<file path="src/rtl/axi_pkg.sv">
// axi_pkg
// Shared AXI-Lite definitions for the initiator and its helpers.
// Contents:
//   RESP_*            AXI response codes
//   TIMEOUT_RDATA     read data returned when a transaction is abandoned
//   master_state_e    state encoding of the AXI-Lite master FSM
//   respIsErr()       true for any response other than OKAY
package axi_pkg;

  localparam logic [1:0] RESP_OKAY   = 2'b00;
  localparam logic [1:0] RESP_EXOKAY = 2'b01;
  localparam logic [1:0] RESP_SLVERR = 2'b10;
  localparam logic [1:0] RESP_DECERR = 2'b11;

  localparam logic [31:0] TIMEOUT_RDATA = 32'hDEADBEEF;

  typedef enum logic [1:0] {
    IDLE  = 2'd0,
    WRITE = 2'd1,
    READ  = 2'd2,
    RESP  = 2'd3
  } master_state_e;

  // EXOKAY is not expected on AXI-Lite, so it is reported as an error too.
  function automatic logic respIsErr(input logic [1:0] resp);
    return resp != RESP_OKAY;
  endfunction

endpackage

</file>
<file path="src/rtl/axi_watchdog.sv">
// axi_watchdog
// Cycle counter that flags a bus transaction which has been outstanding
// for TIMEOUT_CYCLES cycles. Only built when AXI_MASTER_TIMEOUT_EN is defined.
// Ports:
//   clk_i      clock
//   rst_i      synchronous active-high reset
//   start_i    transaction accepted this cycle; clears the count
//   active_i   a transaction is outstanding; count advances
//   expired_o  the count reaches TIMEOUT_CYCLES at the coming edge
module axi_watchdog #(
  parameter int unsigned TIMEOUT_CYCLES = 1024
) (
  input  logic clk_i,
  input  logic rst_i,
  input  logic start_i,
  input  logic active_i,
  output logic expired_o
);

  localparam int unsigned CW = $clog2(TIMEOUT_CYCLES + 1);

  logic [CW-1:0] count_q;

  // Count starts at 0 on state entry and advances once per outstanding cycle.
  always_ff @(posedge clk_i) begin
    if (rst_i) begin
      count_q <= '0;
    end else if (start_i) begin
      count_q <= '0;
    end else if (active_i) begin
      count_q <= count_q + CW'(1);
    end
  end

  // Flagging one count early lets the FSM leave on the edge where the
  // count would reach the limit.
  assign expired_o = active_i && (count_q == CW'(TIMEOUT_CYCLES - 1));

endmodule

</file>
<file path="src/rtl/axi_lite_master.sv">
// axi_lite_master
// Single-outstanding AXI4-Lite initiator. Turns one load/store request into
// an AXI-Lite read or write and returns a one-cycle response pulse.
// Optional feature: define AXI_MASTER_TIMEOUT_EN to abandon a transaction
// after TIMEOUT_CYCLES cycles (rsp_err = 1, rsp_rdata = 32'hDEADBEEF).
// Ports:
//   AXI_ACLK, AXI_ARESET         clock, synchronous active-high reset
//   req_valid/req_ready          request handshake (ready only in IDLE)
//   req_we/addr/wdata/wstrb      request payload, latched on acceptance
//   rsp_valid/rsp_rdata/rsp_err  one-cycle completion pulse
//   AXI_AW*/W*/B*/AR*/R*         AXI-Lite master channels
module axi_lite_master
  import axi_pkg::*;
#(
  parameter int unsigned AXI_AWIDTH     = 32,
  parameter int unsigned AXI_DWIDTH     = 32,
  parameter int unsigned TIMEOUT_CYCLES = 1024
) (
  input  logic                    AXI_ACLK,
  input  logic                    AXI_ARESET,
  input  logic                    req_valid,
  output logic                    req_ready,
  input  logic                    req_we,
  input  logic [AXI_AWIDTH-1:0]   req_addr,
  input  logic [AXI_DWIDTH-1:0]   req_wdata,
  input  logic [AXI_DWIDTH/8-1:0] req_wstrb,
  output logic                    rsp_valid,
  output logic [AXI_DWIDTH-1:0]   rsp_rdata,
  output logic                    rsp_err,
  output logic [AXI_AWIDTH-1:0]   AXI_AWADDR,
  output logic                    AXI_AWVALID,
  input  logic                    AXI_AWREADY,
  output logic [AXI_DWIDTH-1:0]   AXI_WDATA,
  output logic [AXI_DWIDTH/8-1:0] AXI_WSTRB,
  output logic                    AXI_WVALID,
  input  logic                    AXI_WREADY,
  input  logic [1:0]              AXI_BRESP,
  input  logic                    AXI_BVALID,
  output logic                    AXI_BREADY,
  output logic [AXI_AWIDTH-1:0]   AXI_ARADDR,
  output logic                    AXI_ARVALID,
  input  logic                    AXI_ARREADY,
  input  logic [AXI_DWIDTH-1:0]   AXI_RDATA,
  input  logic [1:0]              AXI_RRESP,
  input  logic                    AXI_RVALID,
  output logic                    AXI_RREADY
);

  master_state_e           state_q;
  logic                    awValid_q, wValid_q, bReady_q, arValid_q, rReady_q;
  logic [AXI_AWIDTH-1:0]   awAddr_q, arAddr_q;
  logic [AXI_DWIDTH-1:0]   wData_q, rspRdata_q;
  logic [AXI_DWIDTH/8-1:0] wStrb_q;
  logic                    rspValid_q, rspErr_q;
  logic                    awDone, wDone, bAccept, rAccept, timeoutHit;

  // A channel counts as done once its VALID has dropped, or when its
  // handshake happens this very cycle; B is only taken once both are done.
  assign awDone  = !awValid_q || AXI_AWREADY;
  assign wDone   = !wValid_q || AXI_WREADY;
  assign bAccept = bReady_q && AXI_BVALID && awDone && wDone;
  assign rAccept = rReady_q && AXI_RVALID;

`ifdef AXI_MASTER_TIMEOUT_EN
  axi_watchdog #(
    .TIMEOUT_CYCLES(TIMEOUT_CYCLES)
  ) uWatchdog (
    .clk_i    (AXI_ACLK),
    .rst_i    (AXI_ARESET),
    .start_i  ((state_q == IDLE) && req_valid),
    .active_i ((state_q == WRITE) || (state_q == READ)),
    .expired_o(timeoutHit)
  );
`else
  assign timeoutHit = 1'b0;
`endif

  // Whole controller: every bus and response output is a register so no
  // VALID ever depends combinationally on a READY. The response registers
  // are loaded on the edge that enters RESP, so rsp_valid is high exactly
  // while the FSM sits in RESP.
  always_ff @(posedge AXI_ACLK) begin
    if (AXI_ARESET) begin
      state_q    <= IDLE;
      awValid_q  <= 1'b0;
      wValid_q   <= 1'b0;
      bReady_q   <= 1'b0;
      arValid_q  <= 1'b0;
      rReady_q   <= 1'b0;
      awAddr_q   <= '0;
      arAddr_q   <= '0;
      wData_q    <= '0;
      wStrb_q    <= '0;
      rspValid_q <= 1'b0;
      rspErr_q   <= 1'b0;
      rspRdata_q <= '0;
    end else begin
      rspValid_q <= 1'b0;
      unique case (state_q)
        IDLE: begin
          if (req_valid) begin
            if (req_we) begin
              awAddr_q  <= req_addr;
              wData_q   <= req_wdata;
              wStrb_q   <= req_wstrb;
              awValid_q <= 1'b1;
              wValid_q  <= 1'b1;
              bReady_q  <= 1'b1;
              state_q   <= WRITE;
            end else begin
              arAddr_q  <= req_addr;
              arValid_q <= 1'b1;
              rReady_q  <= 1'b1;
              state_q   <= READ;
            end
          end
        end
        WRITE: begin
          if (timeoutHit) begin
            awValid_q  <= 1'b0;
            wValid_q   <= 1'b0;
            bReady_q   <= 1'b0;
            rspValid_q <= 1'b1;
            rspErr_q   <= 1'b1;
            rspRdata_q <= AXI_DWIDTH'(TIMEOUT_RDATA);
            state_q    <= RESP;
          end else begin
            if (AXI_AWREADY) awValid_q <= 1'b0;
            if (AXI_WREADY) wValid_q <= 1'b0;
            if (bAccept) begin
              bReady_q   <= 1'b0;
              rspValid_q <= 1'b1;
              rspErr_q   <= respIsErr(AXI_BRESP);
              rspRdata_q <= '0;
              state_q    <= RESP;
            end
          end
        end
        READ: begin
          if (timeoutHit) begin
            arValid_q  <= 1'b0;
            rReady_q   <= 1'b0;
            rspValid_q <= 1'b1;
            rspErr_q   <= 1'b1;
            rspRdata_q <= AXI_DWIDTH'(TIMEOUT_RDATA);
            state_q    <= RESP;
          end else begin
            if (AXI_ARREADY) arValid_q <= 1'b0;
            // RREADY is held until R completes, so a responder that waits
            // for RREADY before granting ARREADY can still make progress.
            if (rAccept) begin
              arValid_q  <= 1'b0;
              rReady_q   <= 1'b0;
              rspValid_q <= 1'b1;
              rspErr_q   <= respIsErr(AXI_RRESP);
              rspRdata_q <= AXI_RDATA;
              state_q    <= RESP;
            end
          end
        end
        RESP: begin
          state_q <= IDLE;
        end
        default: begin
          state_q <= IDLE;
        end
      endcase
    end
  end

  assign req_ready   = (state_q == IDLE);
  assign rsp_valid   = rspValid_q;
  assign rsp_rdata   = rspRdata_q;
  assign rsp_err     = rspErr_q;
  assign AXI_AWADDR  = awAddr_q;
  assign AXI_AWVALID = awValid_q;
  assign AXI_WDATA   = wData_q;
  assign AXI_WSTRB   = wStrb_q;
  assign AXI_WVALID  = wValid_q;
  assign AXI_BREADY  = bReady_q;
  assign AXI_ARADDR  = arAddr_q;
  assign AXI_ARVALID = arValid_q;
  assign AXI_RREADY  = rReady_q;

endmodule

</file>
<file path="config.mk">
export PLATFORM = sky130hd
export DESIGN_NAME = axi_lite_master
export DESIGN_NICKNAME = d
export VERILOG_FILES = /design/src/rtl/axi_pkg.sv /design/src/rtl/axi_watchdog.sv /design/src/rtl/axi_lite_master.sv
export SDC_FILE = /design/constraint.sdc
export NUM_CORES = 1
export LEC_CHECK = 0
export CAP_MARGIN = 0
export CORE_UTILIZATION = 41
export DETAILED_ROUTE_END_ITERATION = 16
export PLACE_DENSITY = 0.82
export SLEW_MARGIN = 20
export SYNTH_ARGS = -nofsm -noshare
export SYNTH_HDL_FRONTEND = slang
export SYNTH_SLANG_ARGS = --single-unit
</file>
<file path="constraint.sdc">
create_clock -name AXI_ACLK -period 1.6 [get_ports AXI_ACLK]
set_input_delay 0.32 -clock AXI_ACLK [delete_from_list [all_inputs] [get_ports AXI_ACLK]]
set_output_delay 0.32 -clock AXI_ACLK [all_outputs]
set_load 0.01 [all_outputs]
</file>
After elaboration in Yosys (flattened, before gate mapping)
Index checks and enable logic that the tools add are counted.
{"block": "word_totals", "in_bits": 113, "regBits": 141}
{"block": "classes", "reduce_logical": 23, "eq_ne": 11, "n_mux": 29, "bitwise_logic": 1}
{"op": "2-to-1 mux 32 bit", "n": 2}
{"op": "case mux 32 bit (2 select lines)", "n": 1}
{"op": "AND reduction 4 bit", "n": 5}
{"op": "2-to-1 mux 1 bit", "n": 14}
{"op": "case mux 1 bit (2 select lines)", "n": 7}
{"op": "!= test 2 bit (second input constant)", "n": 6}
{"op": "AND reduction 3 bit", "n": 4}
{"op": "nonzero test 2 bit", "n": 5}
{"op": "2-to-1 mux 2 bit", "n": 4}
{"op": "case mux 2 bit (4 select lines)", "n": 1}
{"op": "equality test 2 bit (second input constant)", "n": 2}
{"op": "logical AND 1 bit", "n": 4}
{"op": "!= test 3 bit (second input constant)", "n": 1}
{"op": "equality test 2 x 1 -> 1 bit (second input constant)", "n": 1}
{"op": "zero test 1 bit", "n": 2}
{"op": "zero test 2 bit", "n": 1}
{"op": "logical OR 1 bit", "n": 2}
{"op": "!= test 2 x 1 -> 1 bit (second input constant)", "n": 1}
{"op": "NOT 1 bit", "n": 1}

Depth between registers and ports, before layout
Gate-level depths: netlist of the first run.
{"block": "depth", "depth_word": 6, "ltp_mapped": 8, "ltp_nobuf": 6}

Worst setup path after synthesis of the first run
Ideal clock, no wire load.
{"block": "synth_path", "path_kind": "register to register", "start": "reg state_q[0]", "end": "reg bReady_q, in the netlist AXI_BREADY", "arrival_ns": 1.420, "path_stages_with_launch": 8, "required_time_ns": 1.468, "path_slack_ns": 0.048, "path_cell_list": "dfxtp_1 > inv_1 > ha_1 > buf_2 > nand3_1 > and2_1 > o41ai_1 > a21oi_1"}
{"block": "synth_between", "elab_chain_len": 3, "word_cells_on_any_way": 8, "classes_between": "eq/ne: 4; mux: 1; reduce/logical: 3"}
{"element": "from (decl)", "line_no": "axi_lite_master.sv:49", "rtl": "master_state_e state_q;"}
{"element": "from (signal assigned)", "line_no": "axi_lite_master.sv:84", "rtl": "state_q <= IDLE;"}
{"element": "from (signal assigned)", "line_no": "axi_lite_master.sv:109", "rtl": "state_q <= WRITE;"}
{"element": "from (signal assigned)", "line_no": "axi_lite_master.sv:114", "rtl": "state_q <= READ;"}
{"element": "zero test 2 bit (*)"}
{"element": "net req_ready", "line_no": "axi_lite_master.sv:22", "rtl": "output logic req_ready,"}
{"element": "!= test 2 x 1 -> 1 bit (no line), or another cell as far along"}
{"element": "AND reduction 4 bit (no line)"}
{"element": "to (signal assigned)", "line_no": "axi_lite_master.sv:87", "rtl": "bReady_q <= 1'b0;"}
{"element": "to (signal assigned)", "line_no": "axi_lite_master.sv:108", "rtl": "bReady_q <= 1'b1;"}
{"element": "to (signal assigned)", "line_no": "axi_lite_master.sv:122", "rtl": "bReady_q <= 1'b0;"}
{"element": "to (decl)", "line_no": "axi_lite_master.sv:50", "rtl": "logic awValid_q, wValid_q, bReady_q, arValid_q, rReady_q;"}
Mark *: on every way through the listed nets, which the timed path passes. The rest lies on a longest branch.
A chain may end at the register's enable or synchronous reset.

Final worst setup path of the first run
{"block": "layout_path", "start": "reg state_q[0]", "end": "reg bReady_q, in the netlist AXI_BREADY"}
{"block": "layout_between", "elab_chain_len": 3, "word_cells_on_any_way": 8, "classes_between": "eq/ne: 4; mux: 1; reduce/logical: 3"}
{"element": "equality test 2 x 1 -> 1 bit or zero test 2 bit (tied branches)", "line_no": "axi_lite_master.sv:99", "rtl": "unique case (state_q)"}
{"element": "!= test 2 bit (no line), or another cell as far along"}
{"element": "AND reduction 4 bit (no line)"}
{"element": "to (signal assigned)", "line_no": "axi_lite_master.sv:108"}
{"element": "to (signal assigned)", "line_no": "axi_lite_master.sv:122"}
{"element": "to (signal assigned)", "line_no": "axi_lite_master.sv:131", "rtl": "bReady_q <= 1'b0;"}
Several ways; a longest one is shown, not always the timed one.

==> results.ini, run 1 <==
[power]
seqPwrFrac=0.372
switching_share=0.297
total_power_w=0.0112
p_clk_frac=0.338
vdd_ir_drop_max_mv=0.780
p_comb_frac=0.290
power.static_leakage_nw=3.97
p_per_area_nw_per_um2=1290
intPower_w=0.00786
p_sw_w=0.00331

[setup_path]
crit_slowest_cell=dfxtp_2
start_kind=register
worst_setup_path_end_kind=register
rrSetupSlack_ns=0.12
path_class=reg -> reg
critPathMaxFanout=7
arrival_ns=1.78
critPathMaxStageDelay_ns=0.32
r2r-end=AXI_BREADY
cp.required_ns=1.90
r2r_start=state_q[0]
crit_path_start=state_q[0]
endpoint=AXI_BREADY
worstPathCellList=inv_1, ha_2, buf_4, nand3_2, and2_1, o41ai_1, a21oi_1
reg2reg_depth=7

[final_layout]
fin_nets=1012
layout_commonest_cell=nand2_1
antenna_cells=0
drive_gt1_frac=0.0913
final_cell_mix=nand2_1, dfxtp_1, dlygate4sd2_1, clkdlybuf4s50_1, a21oi_1
postLayoutCellArea_sq_um=8670
final_cells=1081
syn2layout_area_growth_pct=62.9

[synth]
syn_inst=636
ys_seq_area_frac=0.530
synth_seq_cells=141
synth_area_sq_um=5320
synth_area_per_cell_sq_um=8.37
ys_types=35
syn_nets=752
yosysWarnings=0

[timing]
hold_violations=0
worst_slew_pin_slew_ns=0.307
fin_crit_sh=0.926
final-max-slew-violation-count=0
maxSlewHeadroom=0.796
setup_viol=0
rsz0062_at_grt=no
fin_crit_ns=1.48
fmax_mhz=675
clock_skew_ns=0.0202

[cts]
cts_hold_buf=0
numClockSinks=141
cts_buffers=17
cts.root.buffer_cell=clkbuf_16
cts_tree=yes
insertion_delay_ns=0.42
cts_htree_levels=4
clk_pin_slew_ns=0.06
cts_max_path_buffers=2

[placement]
dp.cells=1045
dpl.hpwl_um=10800
placed_area_sq_um=8160
gp_congestion=0.753
portBuffers=252

[floorplan]
die_area_sq_um=13400
initial_utilization=0.422
fp.dieH_um=116
ios=253
die_w_um=116
fp.coreArea_sq_um=12600
fp-row-count=41

[grt]
grt_usage=0.228
antenna_found_initial=0
overflow=0
grt_pass1_vias=4805
grt_pass1_wl_um=23700
grt_max_degree=52

[hold_path]
hp-class=in -> reg

[route]
drt_iter0_markers=345
postRouteAntennaNets=0
post_drt_wl_per_cell_um=14.6
drt_first_pass_iters=5
remaining_drc_errors=0
finalWirelength_um=15800
via_per_inst=4.75
vias=5140

[run_status]
status=finished, final reports clean

[run]
cap_violations=0

[worst min path at each step]
stage | start | to | slack, ns | cells after the start
6_report | AXI_ARESET | AXI_WDATA[20] | 0.30 | 2
5_1_grt | AXI_ARESET | AXI_WDATA[14] | 0.30 | 2
4_1_cts | AXI_ARESET | AXI_WDATA[20] | 0.28 | 2
3_5_place_dp | AXI_WSTRB[3] | AXI_WSTRB[3] | 0.45 | 2
3_3_place_gp | AXI_WDATA[16] | AXI_WDATA[16] | 0.44 | 2
2_1_floorplan | req_addr[0] | AXI_ARADDR[0] | 0.46 | 2
[worst max-delay path: cells and delay by family (launching register included)]
kind	cells	cell delay [ns]
buffers and inverters	2	0.23
and+or+nand+nor	2	0.30
DFF	1	0.32
adders and majority gates	1	0.18
AOI/OAI and AO/OA	2	0.34
[cell usage after synthesis, drive strengths merged]
cell     number  share of area
a211o         2         0.0033
a21bo         1         0.0019
a21oi       106           0.10
a22oi         1         0.0040
a31o          1         0.0016
a32oi         1         0.0016
and2          1         0.0012
and2b         2         0.0033
and3          1         0.0012
buf          25          0.028
clkbuf       20          0.014
dfxtp       141           0.53
ha            3         0.0071
inv           4         0.0028
mux2i        34          0.064
nand2       236           0.17
nand2b       35          0.041
nand3         3         0.0052
nand3b        1         0.0014
nand4b        1         0.0016
nor2          3         0.0026
nor2b         1         0.0012
nor3          2         0.0019
nor3b         1         0.0014
o21ai         4         0.0045
o21bai        4         0.0056
o2bb2ai       1         0.0016
o41ai         1         0.0016
[per-layer routing]
| layer | GRT usage | part of all wire |
|---|---|---|
| met5 | 0 | 0 |
| met4 | 0.115 | 0.021 |
| met3 | 0.0737 | 0.069 |
| met2 | 0.381 | 0.49 |
| met1 | 0.263 | 0.42 |
[logic make-up after synthesis]
group           after synthesis  synth area share
simple gates                287             0.229
flops                       141             0.530
compound gates              122             0.126
buf+inv                      49            0.0444
mux                          34            0.0640
fa+ha+maj                     3           0.00705
[area by class of cell]
| class | instances | area (sq um) |
|---|---|---|
| Sequential cell | 141 | 2830 |
| Inverter | 4 | 15.0 |
| Clock buffer | 21 | 450 |
| Tap cell | 172 | 215 |
| Timing Repair Buffer | 286 | 2750 |
| Multi-Input combinational cell | 446 | 2290 |
| Clock inverter | 11 | 118 |
| Fill cell | 1102 | 3950 |
[sequential cells by signal (all words and copies together), names as in the netlist]
register     cells
AXI_AWVALID      1
rsp_err          1
AXI_ARVALID      1
AXI_BREADY       1
rsp_rdata       32
AXI_WVALID       1
AXI_ARADDR      32
AXI_RREADY       1
AXI_WDATA       32
rsp_valid        1
AXI_WSTRB        4
AXI_AWADDR      32
state_q          2
[power groups by stage]
stage          sequential (W)  clock [W]  combinational (W)
4_1_cts               0.00415    0.00386            0.00314
6_report              0.00415    0.00378            0.00324
3_5_place_dp          0.00423          0            0.00340
3_3_place_gp          0.00421          0            0.00338
5_1_grt               0.00420    0.00399            0.00351
2_1_floorplan         0.00441          0            0.00159
[through the flow]
| step | setup WS [ns] | setup TNS, ns | util | hold slack (ns) |
|---|---|---|---|---|
| 2_1_floorplan | 0.0479 | 0 | - | 0.456 |
| 3_3_place_gp | -0.149 | -8.07 | 0.646 | 0.441 |
| 3_5_place_dp | -0.198 | -10.50 | 0.646 | 0.446 |
| 4_1_cts | 0.0268 | 0 | 0.677 | 0.276 |
| 5_1_grt | 0.00144 | 0 | 0.687 | 0.301 |
| 6_report | 0.118 | 0 | 0.687 | 0.298 |
[repair_timing]
| action | CTS | global route |
|---|---|---|
| pin swaps | 0 | 0 |
| cloned | 0 | 3 |
| gates resized for setup | 143 | 13 |
| setup buffers | 0 | 1 |
| setup endpoints to repair | 140 | 65 |
Note: power is estimated with default switching activity, not from simulation.
==> run 2, diff against run 1 <==
REMOVE_ABC_BUFFERS = 1   (was default)
==> run 2 against run 1 <==
  * Utilization fell by 0.80 points
  * Sequential share of layout area rose by 0.39 points
  * Via count shrank 0.76%
  * Combinational power is 2% lower
  * Critical path depth down 1
==> results.ini, run 2 (synthesis results as in run 1) <==
[grt]
grt_max_degree=144  ; was 52
grt_pass1_vias=4842  ; was 4805
grt_pass1_wl_um=23100  ; was 23700 um
grt_usage=0.225  ; was 0.228
antenna_found_initial=0  ; unchanged
overflow=0  ; unchanged

[final_layout]
layout_commonest_cell=nand2_1  ; unchanged
antenna_cells=0  ; unchanged
postLayoutCellArea_sq_um=8570  ; was 8670 sq um
final_cell_mix=nand2_1, dfxtp_1, dlygate4sd2_1, clkdlybuf4s50_1, a21oi_1  ; unchanged
drive_gt1_frac=0.0853  ; was 0.0913
n_fill_cell=1111  ; was 1102
fin_nets=1006  ; was 1012
utilization=0.679  ; was 0.687
syn2layout_area_growth_pct=61.0  ; was 62.9%

[cts]
post_cts_buffers=0  ; unchanged
cts_tree=yes  ; unchanged
clk_pin_slew_ns=0.06  ; about the same
cts.root.buffer_cell=clkbuf_16  ; unchanged
cts_max_path_buffers=2  ; unchanged
cts_buffers=17  ; unchanged
numClockSinks=141  ; unchanged
insertion_delay_ns=0.42  ; about the same
cts_htree_levels=4  ; unchanged

[setup_path]
critPathMaxStageDelay_ns=0.32  ; about the same
start_kind=register  ; unchanged
worstPathCellList=buf_4, ha_1, a22oi_4, nand3_4, buf_12, mux2i_1  ; was inv_1, ha_2, buf_4, nand3_2, and2_1, o41ai_1, a21oi_1
worst_setup_path_end_kind=register  ; unchanged
critPathMaxFanout=33  ; was 7
cp_num_buf_inv=2  ; unchanged
cp.required_ns=1.90  ; about the same
crit_slowest_cell=dfxtp_2  ; unchanged
arrival_ns=1.80  ; was 1.78 ns
path_class=reg -> reg  ; unchanged
critPathTopFamily=flip-flops  ; was compound AO/OA/AOI/OAI gates

[power]
power.static_leakage_nw=3.92  ; was 3.97 nW
p_per_area_nw_per_um2=1310  ; was 1290 nW/um^2
total_power_w=0.0112  ; about the same
vdd_ir_drop_max_mv=0.829  ; was 0.780 mV

[floorplan]
fp.dieH_um=116  ; unchanged
die_w_um=116  ; unchanged
fp-row-count=41  ; unchanged
fp.coreArea_sq_um=12600  ; unchanged
ios=253  ; unchanged
initial_utilization=0.422  ; unchanged
die_area_sq_um=13400  ; unchanged

[timing]
hold_ws_ns=0.383  ; was 0.298 ns
finalSetupTns_ns=0  ; unchanged
hold_violations=0  ; unchanged
clock_skew_ns=0.00637  ; was 0.0202 ns
rsz0062_at_grt=no  ; unchanged
fmax_mhz=666  ; was 675 MHz
fin_crit_sh=0.939  ; was 0.926
fin_crit_ns=1.50  ; was 1.48 ns
final-max-slew-violation-count=0  ; unchanged
maxSlewHeadroom=0.589  ; was 0.796
setup_viol=0  ; unchanged
worst_slew_pin_slew_ns=0.616  ; was 0.307 ns

[run_status]
status=finished, final reports clean  ; unchanged

[route]
drt_first_pass_iters=4  ; was 5
drt_iter0_markers=404  ; was 345
post_drt_wl_per_cell_um=14.3  ; was 14.6 um
vias=5101  ; was 5140
via_per_inst=4.75  ; about the same
finalWirelength_um=15300  ; was 15800 um
postRouteAntennaNets=0  ; unchanged
remaining_drc_errors=0  ; unchanged

[placement]
placed_area_sq_um=8130  ; was 8160 sq um
dpl.hpwl_um=10400  ; was 10800 um
gp_congestion=0.739  ; was 0.753
portBuffers=252  ; unchanged

[hold_path]
hp-class=in -> reg  ; unchanged

[run]
cap_violations=0  ; unchanged

## run 2: layout make-up
type,instances,area (sq um),share of cell area
Clock buffer,22,484,0.0565
Clock inverter,10,111,0.0130
Inverter,4,15.0,0.00175
Multi-Input combinational cell,446,2290,0.267
Sequential cell,141,2830,0.330
Tap cell,172,215,0.0251
Timing Repair Buffer,280,2630,0.307
## run 2: final timing paths
check / end / start / cells after the start / slack, ns
max: rsp_rdata[2] / state_q[1] / 6 / 0.1
min: rsp_rdata[18] / AXI_ARESET / 5 / 0.38
max reg2reg: rsp_rdata[2] / state_q[1] / 6 / 0.1
min reg2reg: AXI_AWADDR[26] / AXI_AWADDR[26] / 2 / 0.45
## run 2: per-stage QoR
stage	std cells	setup WS [ns]
6_report	1075	0.0983
5_1_grt	1075	0.0372
4_1_cts	1075	0.00564
3_5_place_dp	1043	-0.168
3_3_place_gp	1043	-0.148
2_1_floorplan	591	-1.38
## run 2: tightest hold or removal path: stages
cell	delay [ns]
buf_4	0.10
nor2b_2	0.05
buf_12	0.15
nand2_1	0.07
mux2i_1	0.05
## run 2: power breakdown
part           total, W  internal [W]  switching [W]
Combinational   0.00316       0.00155        0.00161
Clock           0.00392       0.00245        0.00147
Sequential      0.00415       0.00394       0.000213
Total            0.0112       0.00794        0.00329
## run 2: layer usage
metal	vias to the layer above	routed length [um]	global-route usage
li1	2566	-	-
met2	197	7370	0.381
met5	-	0	0
met1	2307	6100	0.240
met3	31	1490	0.0926
met4	0	381	0.119
## run 2: what timing repair did
action / in CTS / in global routing
resized for setup: 146 / 5
hold buffers: 0 / 0
endpoints found under the setup margin: 168 / 35
pin swaps: 0 / 1
